[src/rtl/serial_mag_cmp_pkg.sv]
// serial_mag_cmp_pkg
// Shared definitions for the serial magnitude comparator: FSM state type,
// slice width and the slice-count helper.
package serial_mag_cmp_pkg;

    typedef enum logic {
        IDLE = 1'b0,
        RUN  = 1'b1
    } state_t;

    localparam int unsigned SLICE_W = 2;

    function automatic int unsigned nslices(input int unsigned width);
        return width / SLICE_W;
    endfunction

endpackage

[src/rtl/serial_mag_cmp_slice2.sv]
// cmp_slice2
// Combinational 2-bit unsigned magnitude comparator; exactly one output is high.
// Ports:
//   a, b : 2-bit operands
//   g    : a > b
//   e    : a == b
//   l    : a < b
module cmp_slice2 (
    input  logic [1:0] a,
    input  logic [1:0] b,
    output logic       g,
    output logic       e,
    output logic       l
);

    always_comb begin
        g = (a > b);
        e = (a == b);
        l = (a < b);
    end

endmodule

[src/rtl/serial_mag_cmp.sv]
// serial_mag_cmp
// Sequential WIDTH-bit unsigned magnitude comparator. Operands are captured on
// START and walked MSB-first, two bits per clock, through a single cmp_slice2.
// The first differing slice fixes the verdict; equality over all slices gives E.
//
// Parameters:
//   WIDTH : operand width, even and >= 2 (N = WIDTH/2 slices)
// Ports:
//   CLK   : clock, rising edge
//   RST_N : asynchronous active-low reset
//   START : compare request, sampled only in IDLE
//   A, B  : unsigned operands, captured on the accepting edge
//   BUSY  : high while a compare is running
//   DONE  : one-cycle pulse, G/E/L valid
//   G/E/L : A > B / A == B / A < B, held until the next DONE
//
// Build option:
//   SERIAL_MAG_CMP_EARLY_EXIT_EN : when defined, finish on the first differing
//   slice instead of always running all N slices. Verdict is unchanged.
module serial_mag_cmp
    import serial_mag_cmp_pkg::*;
#(
    parameter int unsigned WIDTH = 8
) (
    input  logic             CLK,
    input  logic             RST_N,
    input  logic             START,
    input  logic [WIDTH-1:0] A,
    input  logic [WIDTH-1:0] B,
    output logic             BUSY,
    output logic             DONE,
    output logic             G,
    output logic             E,
    output logic             L
);

    localparam int unsigned N  = nslices(WIDTH);
    localparam int unsigned KW = (N > 1) ? $clog2(N) : 1;

    state_t           state_q;
    logic [KW-1:0]    k_q;
    logic [WIDTH-1:0] a_q, b_q;
    logic             decided_q;
    logic             vg_q, vl_q;     // verdict accumulated so far in this run
    logic             done_q;
    logic             g_q, e_q, l_q;

    logic [SLICE_W-1:0] sa, sb;
    logic               sg, se, sl;
    logic               vg_d, vl_d, decided_d;
    logic               last;

    assign sa = a_q[{k_q, 1'b0} +: SLICE_W];
    assign sb = b_q[{k_q, 1'b0} +: SLICE_W];

    cmp_slice2 u_slice (
        .a (sa),
        .b (sb),
        .g (sg),
        .e (se),
        .l (sl)
    );

    always_comb begin
        vg_d      = vg_q;
        vl_d      = vl_q;
        decided_d = decided_q;
        // Only the most significant differing slice may set the verdict.
        if (!decided_q && !se) begin
            vg_d      = sg;
            vl_d      = sl;
            decided_d = 1'b1;
        end
        last = (k_q == '0);
`ifdef SERIAL_MAG_CMP_EARLY_EXIT_EN
        if (!decided_q && !se) begin
            last = 1'b1;
        end
`endif
    end

    always_ff @(posedge CLK or negedge RST_N) begin
        if (!RST_N) begin
            state_q   <= IDLE;
            k_q       <= '0;
            a_q       <= '0;
            b_q       <= '0;
            decided_q <= 1'b0;
            vg_q      <= 1'b0;
            vl_q      <= 1'b0;
            done_q    <= 1'b0;
            g_q       <= 1'b0;
            e_q       <= 1'b0;
            l_q       <= 1'b0;
        end else begin
            done_q <= 1'b0;
            case (state_q)
                IDLE: begin
                    if (START) begin
                        a_q       <= A;
                        b_q       <= B;
                        k_q       <= KW'(N - 1);
                        decided_q <= 1'b0;
                        vg_q      <= 1'b0;
                        vl_q      <= 1'b0;
                        state_q   <= RUN;
                    end
                end
                RUN: begin
                    decided_q <= decided_d;
                    vg_q      <= vg_d;
                    vl_q      <= vl_d;
                    if (last) begin
                        state_q <= IDLE;
                        done_q  <= 1'b1;
                        g_q     <= vg_d;
                        l_q     <= vl_d;
                        e_q     <= !(vg_d || vl_d);
                    end else begin
                        k_q <= k_q - 1'b1;
                    end
                end
                default: state_q <= IDLE;
            endcase
        end
    end

    assign BUSY = (state_q == RUN);
    assign DONE = done_q;
    assign G    = g_q;
    assign E    = e_q;
    assign L    = l_q;

endmodule

[config.mk]
export PLATFORM = sky130hd
export DESIGN_NAME = serial_mag_cmp
export DESIGN_NICKNAME = d
export VERILOG_FILES = /design/src/rtl/serial_mag_cmp_pkg.sv /design/src/rtl/serial_mag_cmp_slice2.sv /design/src/rtl/serial_mag_cmp.sv
export SDC_FILE = /design/constraint.sdc
export NUM_CORES = 1
export LEC_CHECK = 0
export ABC_AREA = 1
export CELL_PAD_IN_SITES_DETAIL_PLACEMENT = 0
export CELL_PAD_IN_SITES_GLOBAL_PLACEMENT = 2
export CORE_UTILIZATION = 31
export DETAILED_ROUTE_END_ITERATION = 10
export HOLD_SLACK_MARGIN = 0.06
export PLACE_DENSITY_LB_ADDON = 0.1
export SETUP_SLACK_MARGIN = 0.1
export SLEW_MARGIN = 20
export SYNTH_ARGS = -nofsm -noshare
export SYNTH_HDL_FRONTEND = slang
export SYNTH_SLANG_ARGS = --single-unit
[constraint.sdc]
create_clock -name CLK -period 4.4 [get_ports CLK]
set_clock_uncertainty 0.15 [all_clocks]
set_input_delay 0.44 -clock CLK [delete_from_list [all_inputs] [get_ports CLK]]
set_output_delay 0.44 -clock CLK [all_outputs]
set_load 0.01 [all_outputs]
**Word level (Yosys, flattened, before mapping)**

Index checks and enable logic that the tools add are counted.

- Register bits after elaboration: 26
- Output and inout bits: 5

- Magnitude comparators: 2
- Equality and inequality tests: 4
- Add/sub/neg operators: 1
- Mux-type cells: 15
- Reductions and logical operators: 10
- Bitwise operators: 1
- Shift operators: 2

Operator list:

| cell | number |
|---|---|
| $shiftx A8 B4 Y2 | 2 |
| $mux W1 | 8 |
| $pmux W1 S2 | 4 |
| $reduce_and A2 Y1 | 4 |
| $mux W2 | 2 |
| $ne A2 B2 Y1 const B | 2 |
| $pmux W2 S2 | 1 |
| $logic_not A1 Y1 | 3 |
| $eq A2 B2 Y1 | 1 |
| $gt A2 B2 Y1 | 1 |
| $logic_not A2 Y1 | 1 |
| $lt A2 B2 Y1 | 1 |
| $ne A2 B1 Y1 const B | 1 |
| $sub A2 B1 Y2 const B | 1 |
| $logic_and A1 B1 Y1 | 1 |
| $logic_or A1 B1 Y1 | 1 |
| $not A1 Y1 | 1 |

**Depth between registers and ports, before layout**

Gate-level depths: netlist of the first run.

- Word-level depth: 7
- Gate-level depth with buffers: 11
- Gate-level depth less buffers: 11

**Cells and area by module**

Synthesis of the first run repeated with hierarchy kept, for this count alone.

- Cells, all modules: 149
- Area, all modules: 1,228.7 um2

By module, submodules not included:

| module | cells an instance | times used | area each (um2) |
|---|---|---|---|
| serial_mag_cmp | 138 | 1 | 1,163.6 |
| cmp_slice2 | 11 | 1 | 65.1 |

**Least setup slack after synthesis of the first run**

OpenSTA, ideal clock, no wires.

- Path kind: register -> register
- Start point: register k_q[0]
- End point: register vl_q
- Cell stages (with the launch flop): 11
- Arrival: 1,554 ps
- Required time: 4,185 ps
- Path slack: 2,631 ps
- Period minus slack after synthesis: 1,769 ps
- Setup time: 65 ps
- Path through: dfrtp_1 > buf_2 > o21ai_0 > nor2_1 > a21oi_1 > ha_1 > nand2_1 > nand2_1 > o21ai_0 > nand2_1 > nand2_1

- Cells in the longest elaborated chain, start to end: 6

RTL lines:

| what | line | text |
|---|---|---|
| start, declared | serial_mag_cmp.sv:41 | `logic [KW-1:0] k_q;` |
| start signal, assigned | serial_mag_cmp.sv:102 | `k_q <= KW'(N - 1);` |
| start signal, assigned | serial_mag_cmp.sv:120 | `k_q <= k_q - 1'b1;` |
| $shiftx A8 B4 Y2, on equally long branches | serial_mag_cmp.sv:53, serial_mag_cmp.sv:54 |  |
| $eq A2 B2 Y1 | serial_mag_cmp_slice2.sv:18 | `e = (a == b);` |
| $logic_not A1 Y1 | serial_mag_cmp.sv:69 | `if (!decided_q && !se) begin` |
| $logic_and A1 B1 Y1 | serial_mag_cmp.sv:69 |  |
| $mux W1 (*) | serial_mag_cmp.sv:69 |  |
| $pmux W1 S2 (*) | serial_mag_cmp.sv:97 | `case (state_q)` |
| end signal, assigned | serial_mag_cmp.sv:112 | `vl_q <= vl_d;` |
| end, declared | serial_mag_cmp.sv:44 | `logic vg_q, vl_q;` |

Mark *: on every way between the ends. The rest lies on a longest branch, timed or not.
A chain may end at the register's enable or synchronous reset.

**Final worst setup path of the first run**

- Start point: register k_q[0]
- End point: register l_q (netlist: L)

- Cells in the longest elaborated chain, start to end: 5

RTL lines:

| what | line | text |
|---|---|---|
| $shiftx A8 B4 Y2, on equally long branches | serial_mag_cmp.sv:53, serial_mag_cmp.sv:54 |  |
| $eq A2 B2 Y1 | serial_mag_cmp_slice2.sv:18 |  |
| $logic_not A1 Y1 | serial_mag_cmp.sv:69 |  |
| $logic_and A1 B1 Y1 | serial_mag_cmp.sv:69 |  |
| $mux W1 | serial_mag_cmp.sv:69 |  |
| end signal, assigned | serial_mag_cmp.sv:117 | `l_q <= vl_d;` |
| end, declared | serial_mag_cmp.sv:46 | `logic g_q, e_q, l_q;` |

Several ways; a longest one is shown, not always the timed one.

==> results of run 1 <==
## sequential cells by signal (all words and copies together), names as in the netlist
register and flops:
vl_q 1, decided_q 1, G 1, k_q 2, vg_q 1, a_q 8
b_q 8, DONE 1, BUSY 1, L 1, E 1
## kinds of logic (layout without fill, tap and decap cells)
logic type	after synthesis	after routing	share of synthesized area [%]
AOI/OAI and AO/OA	20	20	8.89
adders and majority gates	3	3	3.14
buffers and inverters	14	39	5.65
DFF	26	26	54.4
and+or+nand+nor	82	82	27.9
## metrics by stage
step	instance area [um^2]	utilization, %	instances	total power, mW
floorplan	1200	-	145	0.766
detailed placement	1470	39.9	214	0.913
finish	1540	41.8	218	1.10
CTS	1540	41.8	218	1.11
global placement	1470	39.9	214	0.915
global route	1540	41.8	218	1.21
## power breakdown
part	leakage (nW)	total [mW]	switching [mW]	internal (mW)
Clock	0.0357	0.197	0.0750	0.122
Combinational	0.418	0.477	0.278	0.199
Sequential	0.320	0.425	0.0762	0.349
Total	0.774	1.10	0.429	0.670
## Yosys cell counts, types with 2 or more instances
cell / count
nand2_1: 66
dfrtp_1: 26
o21ai_0: 10
nor2_1: 9
inv_1: 7
o21ai_1: 5
ha_1: 3
a21oi_1: 2
inv_2: 2
nand3_1: 2
o22ai_1: 2
## placed cells by master, fill, tap and decap left out
cell type        count
nand4_1              1
nand2_4              1
clkdlybuf4s50_1     23
o22ai_1              2
nor2_1               9
nand3_1              2
a21oi_2              1
inv_4                1
o21ai_0             10
inv_2                2
dfrtp_1             26
ha_1                 3
nand3b_1             1
bufinv_16            1
clkbuf_8             3
a21oi_1              2
nand2_1             66
nor2_4               1
inv_1                7
nand2_2              1
buf_4                1
o21ai_1              5
clkinv_1             1
## worst paths after layout
check / start / to / slack [ns] / cells after the start
hold / removal: vg_q / vg_q / 0.34 / 2
max in group asynchronous: RST_N / vl_q / 3.47 / 2
min in group asynchronous: RST_N / b_q[1] / 0.37 / 2
setup reg to reg: k_q[0] / L / 2.20 / 9
setup / recovery: k_q[0] / L / 2.20 / 9
hold reg to reg: vg_q / vg_q / 0.34 / 2
## worst max-delay path: stages (launching register included)
cell and delay (ns):
dfrtp_1 0.50, clkinv_1 0.27, o21ai_0 0.24, o22ai_1 0.09, ha_1 0.31, nand2_1 0.10
nand2_1 0.10, o21ai_0 0.24, nand2_1 0.08, nand2_1 0.06
## per-layer routing
layer | global-route usage (%) | up-vias | wire (um)
met2 | 21.0 | 20 | 1080
li1 | - | 506 | -
met1 | 17.9 | 427 | 1230
met3 | 3.93 | 4 | 123
met5 | 0 | - | 0
met4 | 3.33 | 0 | 25
## area by class of cell
| class | count | area share [%] |
|---|---|---|
| Clock inverter | 1 | 1.95 |
| Timing Repair Buffer | 24 | 15.4 |
| Sequential cell | 26 | 42.2 |
| Multi-Input combinational cell | 105 | 31.0 |
| Inverter | 11 | 2.84 |
| Tap cell | 48 | 3.90 |
| Clock buffer | 3 | 2.68 |
==> results by group, run 1 <==
Clock network
  • Clk_lat worst skew: 0.27 ns
  • Hold buffer count at CTS: 0
  • TritonCTS clock tree: yes
  • Cts bufs inserted: 3
  • Root buffer cell: clkbuf_8
  • Post-CTS Resized: 0
  • Worst-path clk slew: 0.09 ns
  • Htree depth: 1
  • Setup Buffers After CTS: 0
  • Clock sink count: 26
  • Clk buf depth: 2

STA
  • RSZ-0062 raised after global routing: no
  • Final setup margin: 2.20 ns
  • Worst Tran Pin Value: 0.331 ns
  • Slew headroom: 78.0%
  • Period minus WS final: 2.20 ns
  • WHS: 0.342 ns
  • Hold Vio Cnt, Final: 0
  • Final Max Tran Viols: 0
  • Final count of negative-setup-slack endpoints: 0
  • Setup TNS: 0 ns
  • Peak Freq: 455 MHz
  • Fin crit share: 50.0%

Synth
  • Synth Area per Inst: 8.25 um^2
  • Post-synth EDFFs: 0
  • Synth Warn #: 0
  • Post-Syn Instances: 145
  • Synth Cell Area: 0.00120 mm^2
  • Post-synth top area share: 54.4%
  • Yosys cell types: 22
  • Post-synthesis sequential area ratio: 54.4%
  • Synthesis-stage register bit count: 26
  • Async SR Flop Fraction: 100%
  • Area contributors post-synth: dfrtp_1 54%, nand2_1 21%, o21ai_0 4.2%
  • Syn Nets: 167
  • Main flop type after synthesis: dfrtp_1
  • Top cell type by total area after synthesis: dfrtp_1

Placement
  • Global placer's final weighted congestion: 0.824
  • Port Buffers: 23
  • Hpwl dp: 1800 um
  • Dpl ws: 2.26 ns

Floorplan
  • Initial Utilization: 32.4%
  • Core ar.: 0.00369 mm^2
  • Die height: 64.1 um
  • Die width: 64.1 um
  • Total die area: 0.00411 mm^2
  • Site Rows: 22
  • # IOs: 24

Route
  • DRT Pass-1 Iters: 4
  • Via Count: 957
  • Initial DRC Count: 21
  • Antenna viol nets, final: 0
  • Vias per std cell: 4.39
  • DRC viols: 0
  • Post-DR wirelength/cell: 11.3 um
  • Routed wire length: 2450 um

Worst setup path
  • CP max FO: 11
  • Critical Path End Type: flop
  • Req. time, crit path: 4.46 ns
  • Type of the worst setup path: flop to flop
  • CP Launch Type: flop
  • Critical path arrival: 2.26 ns

Global routing
  • Gr usage total: 13.3%
  • Vias in the first global route: 908
  • Largest net degree at the start of global routing: 27
  • Grt ovf: 0
  • Initial antenna violation count: 0
  • First-pass GRT wire length: 4150 um

Cells and area
  • Area grow syn2layout: 28.9%
  • N_diodes: 0
  • Final net count: 193
  • Share of layout cells above drive strength 1: 7.06%
  • FF/Latch Area: 651 um^2
  • Filler cells: 385
  • Multi-input gate area: 478 um^2

Outcome
  • Outcome: complete, no violations

Pwr
  • Max VDD drop: 0.000253 V
  • Leakage: 0.774 nW
  • Power per cell area: 713 mW/mm^2

Job
  • Maxcap violations: 0

Min path
  • Worst min path class: flop to flop
No activity file was read; power rests on OpenSTA's default activity.
==> inputs of run 2 (changes only) <==
- CORE_UTILIZATION: 31 -> 26
- clock period: 4.4 -> 2 ns (I/O delays scaled with it)
==> run 2 against run 1 <==
Compared with the run above:
- final cell count grew 2.8%
- cell area up 0.89%
- first-iteration DRC count grew 29%
- global-route usage fell by 1.4 points
- wire length increased by 4.8%
- clock power up 56%
- setup slack lost 2.0 ns
- non-clock buffer count is 3 higher
- fmax increased by 22%
- sequential cell count unchanged
- combinational power rose to 2.5 times the previous value
- register-to-register slack worse by 2.0 ns
- highest routed layer unchanged
==> results by group, run 2 (synthesis gave the netlist of run 1 again) <==
Outcome
  • Outcome: complete, no violations

Global routing
  • GR met3 Demand/Resource: 2.33% (-1.6 points)
  • Vias in the first global route: 935 (+3.0%)
  • Met1 Use GR: 16.6% (-1.3 points)
  • Initial antenna violation count: 0 (unchanged)
  • M2 GR Usage: 17.8% (-3.2 points)
  • Gr usage total: 11.9% (-1.4 points)
  • Largest net degree at the start of global routing: 27 (unchanged)
  • Grt ovf: 0 (unchanged)
  • Grt peak-use layer: met2
  • First-pass GRT wire length: 4530 um (+9.2%)

Worst setup path
  • Critical path cell sequence: buf_4, o21ai_0, o22ai_1, ha_1, nand2_2, nand2_2, nand2_1, o21ai_2, nand2_1, nand2_1
  • Crit path from: k_q[0]
  • Reg-to-reg slack, setup: 0.20 ns (-2.00 ns)
  • FF-to-FF path depth: 10 (+1)
  • CP Launch Type: flop
  • CP max stage delay: 0.42 ns (-0.08 ns)
  • Critical Path Sink: vl_q
  • Top cell family by delay on the critical path: flip-flops
  • Type of the worst setup path: flop to flop
  • Reg2Reg Capture Point: vl_q
  • Slowest-stage cell, CP: dfrtp_1
  • CP max FO: 4 (-7)
  • Req. time, crit path: 2.02 ns (-2.44 ns)
  • Critical path arrival: 1.82 ns (-0.44 ns)
  • Worst r2r src: k_q[0]
  • Critical path buffers and inverters: 1 (unchanged)
  • Critical Path End Type: flop
  • Critical path's most frequent cell: nand2_1
  • Crit path depth: 10 (+1)

Pwr
  • Power per cell area: 1560 mW/mm^2 (+120%)
  • Tot Pwr: 2.43 mW (+120%)
  • Leakage: 0.779 nW (+0.77%)
  • Max VDD drop: 0.000369 V (+46%)

Floorplan
  • Core ar.: 0.00438 mm^2 (+19%)
  • Die height: 69.8 um (+8.9%)
  • Die width: 69.8 um (+8.9%)
  • Site Rows: 24 (+9.1%)
  • # IOs: 24 (unchanged)
  • Total die area: 0.00488 mm^2 (+19%)
  • Initial Utilization: 27.3% (-5.1 points)

Route
  • Vias per std cell: 4.36 (-0.64%)
  • Post-DR wirelength/cell: 11.5 um (+2.0%)
  • Via Count: 977 (+2.1%)
  • DRT Pass-1 Iters: 4 (unchanged)
  • DRC viols: 0 (unchanged)
  • Routed wire length: 2570 um (+4.8%)
  • Initial DRC Count: 27 (+29%)
  • Antenna viol nets, final: 0 (unchanged)

Clock network
  • Setup Buffers After CTS: 0 (unchanged)
  • Worst-path clk slew: 0.09 ns (about the same)
  • Htree depth: 1 (unchanged)
  • Cts bufs inserted: 3 (unchanged)
  • Root buffer cell: clkbuf_8
  • Clk_lat worst skew: 0.27 ns (about the same)
  • Clk buf depth: 2 (unchanged)
  • Clock sink count: 26 (unchanged)
  • TritonCTS clock tree: yes

STA
  • Worst Tran Pin Value: 0.346 ns (+0.0158 ns)
  • Peak Freq: 557 MHz (+22%)
  • Fin crit share: 89.8% (+40 points)
  • Setup TNS: 0 ns (unchanged)
  • RSZ-0062 raised after global routing: no
  • Final count of negative-setup-slack endpoints: 0 (unchanged)
  • Period minus WS final: 1.80 ns (-0.402 ns)
  • Hold Vio Cnt, Final: 0 (unchanged)
  • Final Max Tran Viols: 0 (unchanged)
  • Slew headroom: 76.9% (-1.1 points)

Cells and area
  • Largest registers: a_q x8, b_q x8, k_q x2
  • Final Util: 35.5% (-6.3 points)
  • Final net count: 196 (+1.6%)
  • Most frequent cells in the layout: 64 x nand2_1, 26 x dfrtp_1, 23 x clkdlybuf4s50_1
  • Share of layout cells above drive strength 1: 11.6% (+4.6 points)
  • N_diodes: 0 (unchanged)
  • Area grow syn2layout: 30.0%
  • Most common cell after layout, fill and taps aside: nand2_1

Placement
  • Port Buffers: 23 (unchanged)
  • Hpwl dp: 1820 um (+1.4%)
  • Global placer's final weighted congestion: 0.756 (-8.2%)

Job
  • Maxcap violations: 0 (unchanged)

Min path
  • Worst min path class: primary input to async pin
## run 2: cell types whose count changed in the layout (fill, tap and decap cells not counted), sizes merged
| cell | previous run | this run |
|---|---|---|
| buf | 1 | 4 |
| bufinv | 1 | 0 |
| clkinv | 1 | 0 |
| inv | 10 | 11 |
## run 2: layout make-up
cell class / instances / area, um^2
fillers: 463 / 2830
flip-flops and latches: 26 / 651
multi-input cells: 105 / 490
repair buffers: 27 / 264
well taps: 52 / 65.1
inverters: 11 / 43.8
clock buffers: 3 / 41.3
## run 2: worst register-to-register path: cells and delay by family (launching register included)
kind	cells	cell delay, ns
flip-flops	1	0.42
AND/OR/NAND/NOR	5	0.36
adder cells (fa/ha/maj)	1	0.32
buffers and inverters	1	0.15
AO/OA/AOI/OAI	3	0.32
## run 2: how the worst min path moves through the flow
stage	from	to	slack [ns]
CTS	RST_N	DONE	0.16
global route	RST_N	BUSY	0.19
detailed placement	G	G	0.32
global placement	G	G	0.31
finish	RST_N	a_q[1]	0.15
floorplan	RST_N	BUSY	-0.25
## run 2: metrics by stage
| step | instances | cell area [um^2] | worst slack, ns | hold WS (ns) |
|---|---|---|---|---|
| floorplan | 145 | 1200 | 0.231 | -0.246 |
| global placement | 221 | 1500 | 0.0258 | 0.312 |
| detailed placement | 221 | 1500 | 0.0400 | 0.316 |
| CTS | 224 | 1550 | 0.113 | 0.163 |
| global route | 224 | 1560 | 0.0777 | 0.190 |
| finish | 224 | 1560 | 0.204 | 0.145 |
## run 2: report_power, final
part	internal (mW)	switching, mW	total, mW
Clock	0.135	0.172	0.307
Combinational	0.517	0.681	1.20
Sequential	0.768	0.158	0.926
## run 2: what timing repair did
item	in CTS	in global routing
setup endpoints to repair	2	5
resized for setup	3	10
hold buffers	0	0
pin swaps	1	1
## run 2: routing by layer
| layer | vias to the layer above | wire, um |
|---|---|---|
| li1 | 518 | - |
| met1 | 435 | 1320 |
| met2 | 19 | 1120 |
| met3 | 5 | 83 |
| met4 | 0 | 51 |
| met5 | - | 0 |
